[src/rtl/pht_update_scheduler.sv]
// Schedules PHT counter updates onto banked write ports: initializes the table
// after reset, then arbitrates branch-result updates with a deferred-update FIFO.
module pht_update_scheduler #(
  parameter int REQ_NUM     = 2,
  parameter int BANK_NUM    = 2,
  parameter int INDEX_WIDTH = 10,
  parameter int CTR_WIDTH   = 2,
  parameter int QUEUE_DEPTH = 4
) (
  input  logic                                  clk,
  input  logic                                  rst,
  input  logic [REQ_NUM-1:0]                    reqValid,
  input  logic [REQ_NUM-1:0][INDEX_WIDTH-1:0]   reqIndex,
  input  logic [REQ_NUM-1:0]                    reqTaken,
  input  logic [REQ_NUM-1:0][CTR_WIDTH-1:0]     reqPrev,
  output logic [BANK_NUM-1:0]                   phtWE,
  output logic [BANK_NUM-1:0][INDEX_WIDTH-1:0]  phtWA,
  output logic [BANK_NUM-1:0][CTR_WIDTH-1:0]    phtWV,
  output logic                                  initDone,
  output logic [15:0]                           dropCount
);

  localparam int BANK_LOG = $clog2(BANK_NUM);
  localparam int BANK_W   = (BANK_LOG > 0) ? BANK_LOG : 1;
  localparam int GRP_W    = INDEX_WIDTH - BANK_LOG;
  localparam int PTR_W    = (QUEUE_DEPTH > 1) ? $clog2(QUEUE_DEPTH) : 1;
  localparam int CNT_W    = $clog2(QUEUE_DEPTH + 1);
  localparam logic [CTR_WIDTH-1:0] CTR_MAX  = '1;
  localparam logic [CTR_WIDTH-1:0] CTR_WEAK = CTR_WIDTH'(2 ** (CTR_WIDTH - 1));

  typedef enum logic {S_INIT, S_RUN} state_e;

  typedef struct packed {
    logic [INDEX_WIDTH-1:0] idx;
    logic [CTR_WIDTH-1:0]   val;
  } entry_t;

  function automatic logic [BANK_W-1:0] bank_of(input logic [INDEX_WIDTH-1:0] idx);
    return BANK_W'(idx & INDEX_WIDTH'(BANK_NUM - 1));
  endfunction

  function automatic logic [CTR_WIDTH-1:0] next_ctr(input logic [CTR_WIDTH-1:0] prev,
                                                     input logic taken);
    if (taken) return (prev == CTR_MAX) ? prev : prev + CTR_WIDTH'(1);
    return (prev == '0) ? prev : prev - CTR_WIDTH'(1);
  endfunction

  function automatic logic [PTR_W-1:0] ptr_add(input logic [PTR_W-1:0] p, input int n);
    return PTR_W'((int'(p) + n) % QUEUE_DEPTH);
  endfunction

  state_e                              state_q, state_d;
  logic [GRP_W-1:0]                    init_idx_q, init_idx_d;
  entry_t                              fifo_q [QUEUE_DEPTH];
  entry_t                              fifo_d [QUEUE_DEPTH];
  logic [PTR_W-1:0]                    rd_ptr_q, rd_ptr_d;
  logic [PTR_W-1:0]                    wr_ptr_q, wr_ptr_d;
  logic [CNT_W-1:0]                    count_q, count_d;
  logic [BANK_NUM-1:0]                 we_q, we_d;
  logic [BANK_NUM-1:0][INDEX_WIDTH-1:0] wa_q, wa_d;
  logic [BANK_NUM-1:0][CTR_WIDTH-1:0]  wv_q, wv_d;
  logic                                done_q, done_d;
  logic [15:0]                         drop_q, drop_d;

  logic [BANK_NUM-1:0]                 bank_busy;
  logic                                pop;
  entry_t                              head;
  logic [CTR_WIDTH-1:0]                nv;
  logic [BANK_W-1:0]                   rb;
  int                                  push_n;
  int                                  drop_n;
  int                                  free_n;
  int                                  drop_sum;

  // NOTE: every combinational output gets a default before any branch so no
  // path leaves a signal unassigned, which would infer a latch.
  always_comb begin
    state_d    = state_q;
    init_idx_d = init_idx_q;
    fifo_d     = fifo_q;
    rd_ptr_d   = rd_ptr_q;
    wr_ptr_d   = wr_ptr_q;
    count_d    = count_q;
    we_d       = '0;
    wa_d       = wa_q;
    wv_d       = wv_q;
    drop_d     = drop_q;
    bank_busy  = '0;
    pop        = 1'b0;
    head       = '0;
    nv         = '0;
    rb         = '0;
    push_n     = 0;
    drop_n     = 0;
    free_n     = 0;
    drop_sum   = 0;

    // NOTE: blocking assignments here build a sequential allocation order
    // within one cycle; the registers below only ever use non-blocking ones.
    case (state_q)
      S_INIT: begin
        for (int b = 0; b < BANK_NUM; b++) begin
          we_d[b] = 1'b1;
          wa_d[b] = INDEX_WIDTH'(int'(init_idx_q) * BANK_NUM + b);
          wv_d[b] = CTR_WEAK;
        end
        init_idx_d = init_idx_q + GRP_W'(1);
        if (init_idx_q == '1) state_d = S_RUN;
      end

      S_RUN: begin
        // The oldest deferred update has first claim on its bank.
        if (count_q != '0) begin
          pop           = 1'b1;
          head          = fifo_q[rd_ptr_q];
          rb            = bank_of(head.idx);
          bank_busy[rb] = 1'b1;
          we_d[rb]      = 1'b1;
          wa_d[rb]      = head.idx;
          wv_d[rb]      = head.val;
          rd_ptr_d      = ptr_add(rd_ptr_q, 1);
        end

        free_n = QUEUE_DEPTH - int'(count_q) + int'(pop);
        for (int i = 0; i < REQ_NUM; i++) begin
          if (reqValid[i]) begin
            nv = next_ctr(reqPrev[i], reqTaken[i]);
            rb = bank_of(reqIndex[i]);
            if (!bank_busy[rb]) begin
              bank_busy[rb] = 1'b1;
              we_d[rb]      = 1'b1;
              wa_d[rb]      = reqIndex[i];
              wv_d[rb]      = nv;
            end else if (push_n < free_n) begin
              fifo_d[ptr_add(wr_ptr_q, push_n)] = '{idx: reqIndex[i], val: nv};
              push_n = push_n + 1;
            end else begin
              drop_n = drop_n + 1;
            end
          end
        end

        wr_ptr_d = ptr_add(wr_ptr_q, push_n);
        count_d  = CNT_W'(int'(count_q) - int'(pop) + push_n);
        drop_sum = int'(drop_q) + drop_n;
        drop_d   = (drop_sum > 65535) ? 16'hFFFF : 16'(drop_sum);
      end

      default: state_d = S_INIT;
    endcase

    done_d = (state_d == S_RUN);
  end

  always_ff @(posedge clk or negedge rst) begin
    if (!rst) begin
      state_q    <= S_INIT;
      init_idx_q <= '0;
      rd_ptr_q   <= '0;
      wr_ptr_q   <= '0;
      count_q    <= '0;
      we_q       <= '0;
      wa_q       <= '0;
      wv_q       <= '0;
      done_q     <= 1'b0;
      drop_q     <= '0;
    end else begin
      state_q    <= state_d;
      init_idx_q <= init_idx_d;
      rd_ptr_q   <= rd_ptr_d;
      wr_ptr_q   <= wr_ptr_d;
      count_q    <= count_d;
      we_q       <= we_d;
      wa_q       <= wa_d;
      wv_q       <= wv_d;
      done_q     <= done_d;
      drop_q     <= drop_d;
    end
  end

  // NOTE: FIFO storage has no reset; the occupancy counter alone decides
  // which entries are meaningful, so stale contents are never read.
  always_ff @(posedge clk) begin
    fifo_q <= fifo_d;
  end

  assign phtWE     = we_q;
  assign phtWA     = wa_q;
  assign phtWV     = wv_q;
  assign initDone  = done_q;
  assign dropCount = drop_q;

endmodule

[config.mk]
export PLATFORM = sky130hd
export DESIGN_NAME = pht_update_scheduler
export DESIGN_NICKNAME = d
export VERILOG_FILES = /design/src/rtl/pht_update_scheduler.sv
export SDC_FILE = /design/constraint.sdc
export NUM_CORES = 1
export LEC_CHECK = 0
export CAP_MARGIN = 10
export CORE_UTILIZATION = 47
export CTS_BUF_LIST = sky130_fd_sc_hd__clkbuf_16
export CTS_CLUSTER_DIAMETER = 200
export DETAILED_ROUTE_END_ITERATION = 7
export GPL_TIMING_DRIVEN = 0
export HOLD_SLACK_MARGIN = 0.03
export PLACE_DENSITY = 0.68
export SYNTH_ARGS = -nofsm -noshare
export SYNTH_HDL_FRONTEND = slang
export SYNTH_SLANG_ARGS = --single-unit
[constraint.sdc]
create_clock -name clk -period 9.1 [get_ports clk]
set_input_delay 1.82 -clock clk [delete_from_list [all_inputs] [get_ports clk]]
set_output_delay 1.82 -clock clk [all_outputs]
set_load 0.1 [all_outputs]
# Yosys cells after proc, flatten, opt, wreduce, memory -nomap -nowiden
# Cells that the tools add are included.
[word_totals] register_bits=107 inputBits=30 output_inout_bits=43 word_cells=174
[op_classes] addsub=16 n_lt_le_gt_ge=14 eq_ne=3 muxes=107 bitwise_logic=6 n_reduce_logical=9
[op_table] operator="$mux 48" count=7
[op_table] operator="$mux 32" count=6
[op_table] operator="$mux 20" count=7
[op_table] operator="$bwmux 48" count=2
[op_table] operator="$bwmux 20" count=3
[op_table] operator="$demux 12 s2" count=2
[op_table] operator="$mux 12" count=4
[op_table] operator="$mux 2" count=22
[op_table] operator="$pmux 20 s2" count=1
[op_table] operator="$add 17x32->32" count=1
[op_table] operator="$add 32x2->32 const B" count=1
[op_table] operator="$gt 32x17->1 const B" count=1
[op_table] operator="$lt 32x5->1" count=1
[op_table] operator="$demux 10 s1" count=3
[op_table] operator="$mux 10" count=3
[op_table] operator="$mux 4" count=7
[op_table] operator="$bmux 12 s2" count=1
[op_table] operator="$mux 1" count=23
[op_table] operator="$mux 16" count=1
[op_table] operator="$bwmux 4" count=3
[op_table] operator="$mux 3" count=4
[op_table] operator="$add 10x1->10 const B" count=1
[op_table] operator="$add 9x1->9 const B" count=1
[op_table] operator="$eq 9x9->1 const B" count=1
[op_table] operator="other kinds (25)" count=49

# Longest topological paths before layout
[logic_depth] depth_word=25 mapped_depth=21 depth_no_buf=21

# Least setup slack after synthesis
# OpenSTA, ideal clock, no wires.
[synth_path] path_type="input to register" start="in reqIndex[0] (netlist name)" end="reg drop_q[12] (netlist: dropCount[12])" setup_ns=0.126 arrival_ns=5.031 t_required_ns=8.974 path_slack_ns=3.944 path_stages=15 path_buffers=1 path_cell_list="clkbuf_1 > xnor2_2 > nand3_2 > nor2b_1 > nor2_1 > inv_1 > ha_1 > mux2_2 > ha_1 > fa_1 > and3_1 > and4_1 > and3_1 > nand3_1 > mux2_2"
[synth_via] elab_chain_cells=16 word_cells_on_any_way=28 classes_between="2 x add/sub; 4 x order compare; 20 x mux; 1 x bitwise; 1 x reduce/logical"
[synth_rtl] element="start, declared" line="13" text="input logic [REQ_NUM-1:0][INDEX_WIDTH-1:0] reqIndex,"
[synth_rtl] element="parallel branches: the longest is 11 deep, another holds $add 32x2->32"
[synth_rtl] element="$mux 32 (*)" line="126" text="if (reqValid[i]) begin"
[synth_rtl] element="$mux 32 (*)" line="100" text="case (state_q)"
[synth_rtl] element="$add 17x32->32 (*)" line="145" text="drop_sum = int'(drop_q) + drop_n;"
[synth_rtl] element="$gt 32x17->1" line="146" text="drop_d = (drop_sum > 65535) ? 16'hFFFF : 16'(drop_sum);"
[synth_rtl] element="$mux 16 (*)" line="146"
[synth_rtl] element="end signal, assigned" line="177" text="drop_q <= drop_d;"
[synth_rtl] element="end, declared" line="63" text="logic [15:0] drop_q, drop_d;"
# Every way passes the cells marked *. The select of a mux whose other input is x is not followed.
# A chain may end at the register's enable or synchronous reset.

# Worst setup path after layout
[layout_path] start="in reqValid[0]" end="reg drop_q[13] (netlist: dropCount[13])"
[layout_via] elab_chain_cells=10 word_cells_on_any_way=17 classes_between="2 x add/sub; 2 x order compare; 13 x mux"
[layout_rtl] element="start, declared" line="12" text="input logic [REQ_NUM-1:0] reqValid,"
[layout_rtl] element="$mux 1 / $mux 2 (equally long branches)" line="126"
[layout_rtl] element="$mux 32 / $mux 2 (equally long branches)" line="100"
[layout_rtl] element="$add 32x2->32, or another cell as far along" line="138" text="drop_n = drop_n + 1;"
[layout_rtl] element="$mux 32 / $mux 1 (equally long branches)" line="134, 129"
[layout_rtl] element="$mux 32" line="129" text="if (!bank_busy[rb]) begin"
[layout_rtl] element="$mux 32 (*)" line="126"
[layout_rtl] element="$mux 32 (*)" line="100"
[layout_rtl] element="$add 17x32->32 (*)" line="145"
[layout_rtl] element="$gt 32x17->1" line="146"
[layout_rtl] element="$mux 16 (*)" line="146"
# Mark *: on every way between the ends. The rest lies on a longest branch, timed or not. The select of a mux whose other input is x is not followed.

==> results.cfg <==
[power]
seq_power_share = 0.537
pwr-share-clk = 0.382
p_per_area_nw_per_um2 = 120
p_sw_mw = 0.218
p_leak_nw = 3.06
swShare = 0.233
irDropWorstVdd_v = 0.000125
intPower_mw = 0.719
p_comb_frac = 0.081
total_power_mw = 0.937

[clock_tree]
cts_buffers = 9
post_cts_buffers = 0
cts.clk_slew.worst_paths_ps = 70
cts_root_buffer = clkbuf_16
clock_latency_ps = 360
htreeDepth = 3
hold_buffers = 0
cts_resized = 0
cts.sinks = 107
cts_tree = done
cts-root-to-sink-buffers = 2

[yosys]
synth.avg_cell_area_um2 = 11.7
yosysWarnings = 0
synth.area.top_cells = dfrtp_1 22%, edfxtp_1 22%, mux2_2 8.9%, mux2i_1 5.6%, mux4_2 4.1%
synth_area_leader_cell = dfrtp_1
syn_inst = 563
synth_nets = 610
netlist-cell-type-count = 58
synth_edf_count = 48
synth_top_area_share = 0.224
synth.cell_area_um2 = 6590
synth_flop_cell = dfrtp_1
async_reset_ff_frac = 0.551
yosysSeqAreaShare = 0.443
synth-seq-cells = 107

[worst_setup_path]
critical_path_class = in2reg
worst_setup_path_end_kind = register
cp_cell_sequence = clkdlybuf4s50_1 > nand3_2 > nor2b_1 > nor2_1 > inv_1 > ha_1 > mux2_2 > ha_1 > fa_1 > and3_1 > and4_1 > nand2_1 > or2_2 > clkbuf_1 > o21ai_0
cp-start-kind = primary input
critPathBufInv = 3
r2r_slack_ps = 4120
required_ps = 9310
cpPeakStageDelay_ps = 630
r2r_start = count_q[0]$_DFFE_PN0P_
critPathArrivalTime_ps = 5520
slowest_stage = clkdlybuf4s50_1
critPathTopFamily = simple AND/OR/NAND/NOR gates
r2r-end = dropCount[13]$_DFFE_PN0P_
crit_top_cell = ha_1
path_max_fanout = 8
rr_worst_depth = 21

[sta]
finalMaxSlewViolations = 0
worst_pin_slew_ps = 1030
layout_setup_ws_ps = 3800
fin_worst_skew_ps = 9.68
fmax_mhz = 189
finalCritPeriodShare = 0.583
tns_ps = 0
fin_hold_ws_ps = 473
hold_violations = 0
rsz0062_at_grt = no
slew_headroom = 0.314
min_period_ps = 5310
setup_viol = 0

[cells_and_area]
layout.cells.non_filler = 827
antenna_cells = 0
syn_to_final_growth_pct = 18.4
fin_nets = 693
drive_gt1_frac = 0.184
final_cell_area_um2 = 7800
post-route-util = 0.580

[global_route]
gr-usage-all-layers = 0.246
grt_pass1_wl_um = 26700
first_global_vias = 4799
grt_max_degree = 38
grt_overflow_total = 0
antenna_found_initial = 0

[place]
dp.cells = 811
dp_hpwl_um = 11800
dpl-instance-area_um2 = 7540
place_congestion = 0.827
dp_slack_ps = 3450
io_buffers = 70

[floorplanning]
die_x_um = 120
start_util = 0.490
num_rows = 42
dieArea_um2 = 14500
die_y_um = 120
core-area_um2 = 13500
io_pins = 73

[run_status]
status = completed

[worst_hold_path]
min_path_type = reg2reg
min_to = phtWA[10]$_DFF_PN0_
worstHoldStart = phtWA[10]$_DFF_PN0_
min_path_cells = 1

[detailed_routing]
wl_per_cell_um = 20.8
drt_iter0_drc = 408
drtAntennaViolNets = 0
drc = 0
via_per_inst = 5.84
routed_wl_um = 17200
dr.pass1.iters = 5
via_count = 4833

[job]
max-cap-violations = 0
placed cells by master (no fill, tap or decap), drive strengths merged, types with 12 or more instances in the layout:
master	n
o21ai	20
clkdlybuf4s50	69
nand2	43
mux4	12
xnor2	15
clkbuf	29
inv	19
mux2	86
buf	16
mux2i	37
o211ai	13
nand3	13
ha	15
dfrtp	59
nor2	37
edfxtp	48
a21oi	38
logic make-up after synthesis:
| kind of cell | after synthesis | synth area share |
|---|---|---|
| AO/OA/AOI/OAI | 94 | 0.0887 |
| XOR/XNOR | 23 | 0.0317 |
| adder cells (fa/ha/maj) | 18 | 0.0361 |
| buffers and inverters | 48 | 0.0336 |
| flip-flops | 107 | 0.443 |
| multiplexers | 135 | 0.253 |
| AND/OR/NAND/NOR | 138 | 0.114 |
flip-flops by register name, summed over array words and instances, names as in the netlist:
| register | count |
|---|---|
| phtWA | 20 |
| dropCount | 16 |
| rd_ptr_q | 2 |
| init_idx_q | 9 |
| wr_ptr_q | 2 |
| fifo_q | 48 |
| initDone | 1 |
| phtWV | 4 |
| phtWE | 2 |
| count_q | 3 |
worst reg2reg max path, stage by stage, from the launching register on:
cell      delay [ps]
dfrtp_1          440
inv_1            100
ha_1             200
ha_1             230
inv_1            230
ha_1             270
o2111a_1         240
a21oi_1           60
o22ai_1          210
nor2b_1          420
nor2_1           140
inv_1            100
ha_1             220
mux2_2           260
ha_1             210
fa_1             410
and3_1           230
and4_1           240
nand2_1           90
or2_2            100
clkbuf_1         280
o21ai_0          160
worst max-delay path by stage:
| stage | cells after the start | endpoint | from | slack (ps) |
|---|---|---|---|---|
| after detailed placement | 15 | dropCount[2]$_DFFE_PN0P_ | reqValid[0] | 3450 |
| after global placement | 15 | dropCount[13]$_DFFE_PN0P_ | reqValid[0] | 3510 |
| final | 15 | dropCount[13]$_DFFE_PN0P_ | reqValid[0] | 3800 |
| after floorplan | 15 | dropCount[12]$_DFFE_PN0P_ | reqIndex[0] | 3940 |
| after CTS | 15 | dropCount[13]$_DFFE_PN0P_ | reqValid[0] | 3800 |
| after global routing | 15 | dropCount[13]$_DFFE_PN0P_ | reqValid[0] | 3490 |
per-layer routing:
| metal | vias to the layer above | part of all wire | global-route usage |
|---|---|---|---|
| li1 | 2246 | - | - |
| met1 | 2414 | 0.45 | 0.340 |
| met2 | 153 | 0.48 | 0.386 |
| met3 | 20 | 0.060 | 0.0585 |
| met4 | 0 | 0.014 | 0.0702 |
| met5 | - | 0 | 0 |
final cells by class:
type	count	area, um^2
clock inverter	7	32.5
clock buffer	9	225
sequential	107	2920
multi-input combinational	408	3450
fill	1172	5650
tap	176	220
inverter	15	56.3
timing repair buffer	72	736
buffer	33	165
synthesized netlist by cell type (4+ instances only):
cell type and instances:
mux2i_1 37, buf_1 4, nand2_1 43, and2_1 4, nor2_1 37, nand3_1 12
buf_6 4, a211oi_1 9, o21ai_0 19, clkbuf_1 20, o211ai_1 13, and3_1 6
a21oi_1 38, dfrtp_1 59, mux2_4 16, ha_1 15, mux2_1 18, inv_1 15
mux2_2 52, nand4_1 5, edfxtp_1 48, xnor2_1 14, nand2b_1 7, xor2_1 8
mux4_2 12
power groups by stage:
stage	Combinational (mW)	Clock [mW]	Sequential (mW)
after floorplan	0.0407	0	0.513
after global placement	0.0725	0	0.513
after detailed placement	0.0760	0	0.513
after CTS	0.0763	0.364	0.503
after global routing	0.0826	0.381	0.503
final	0.0762	0.358	0.503
Power figures use the tool's default switching activity.
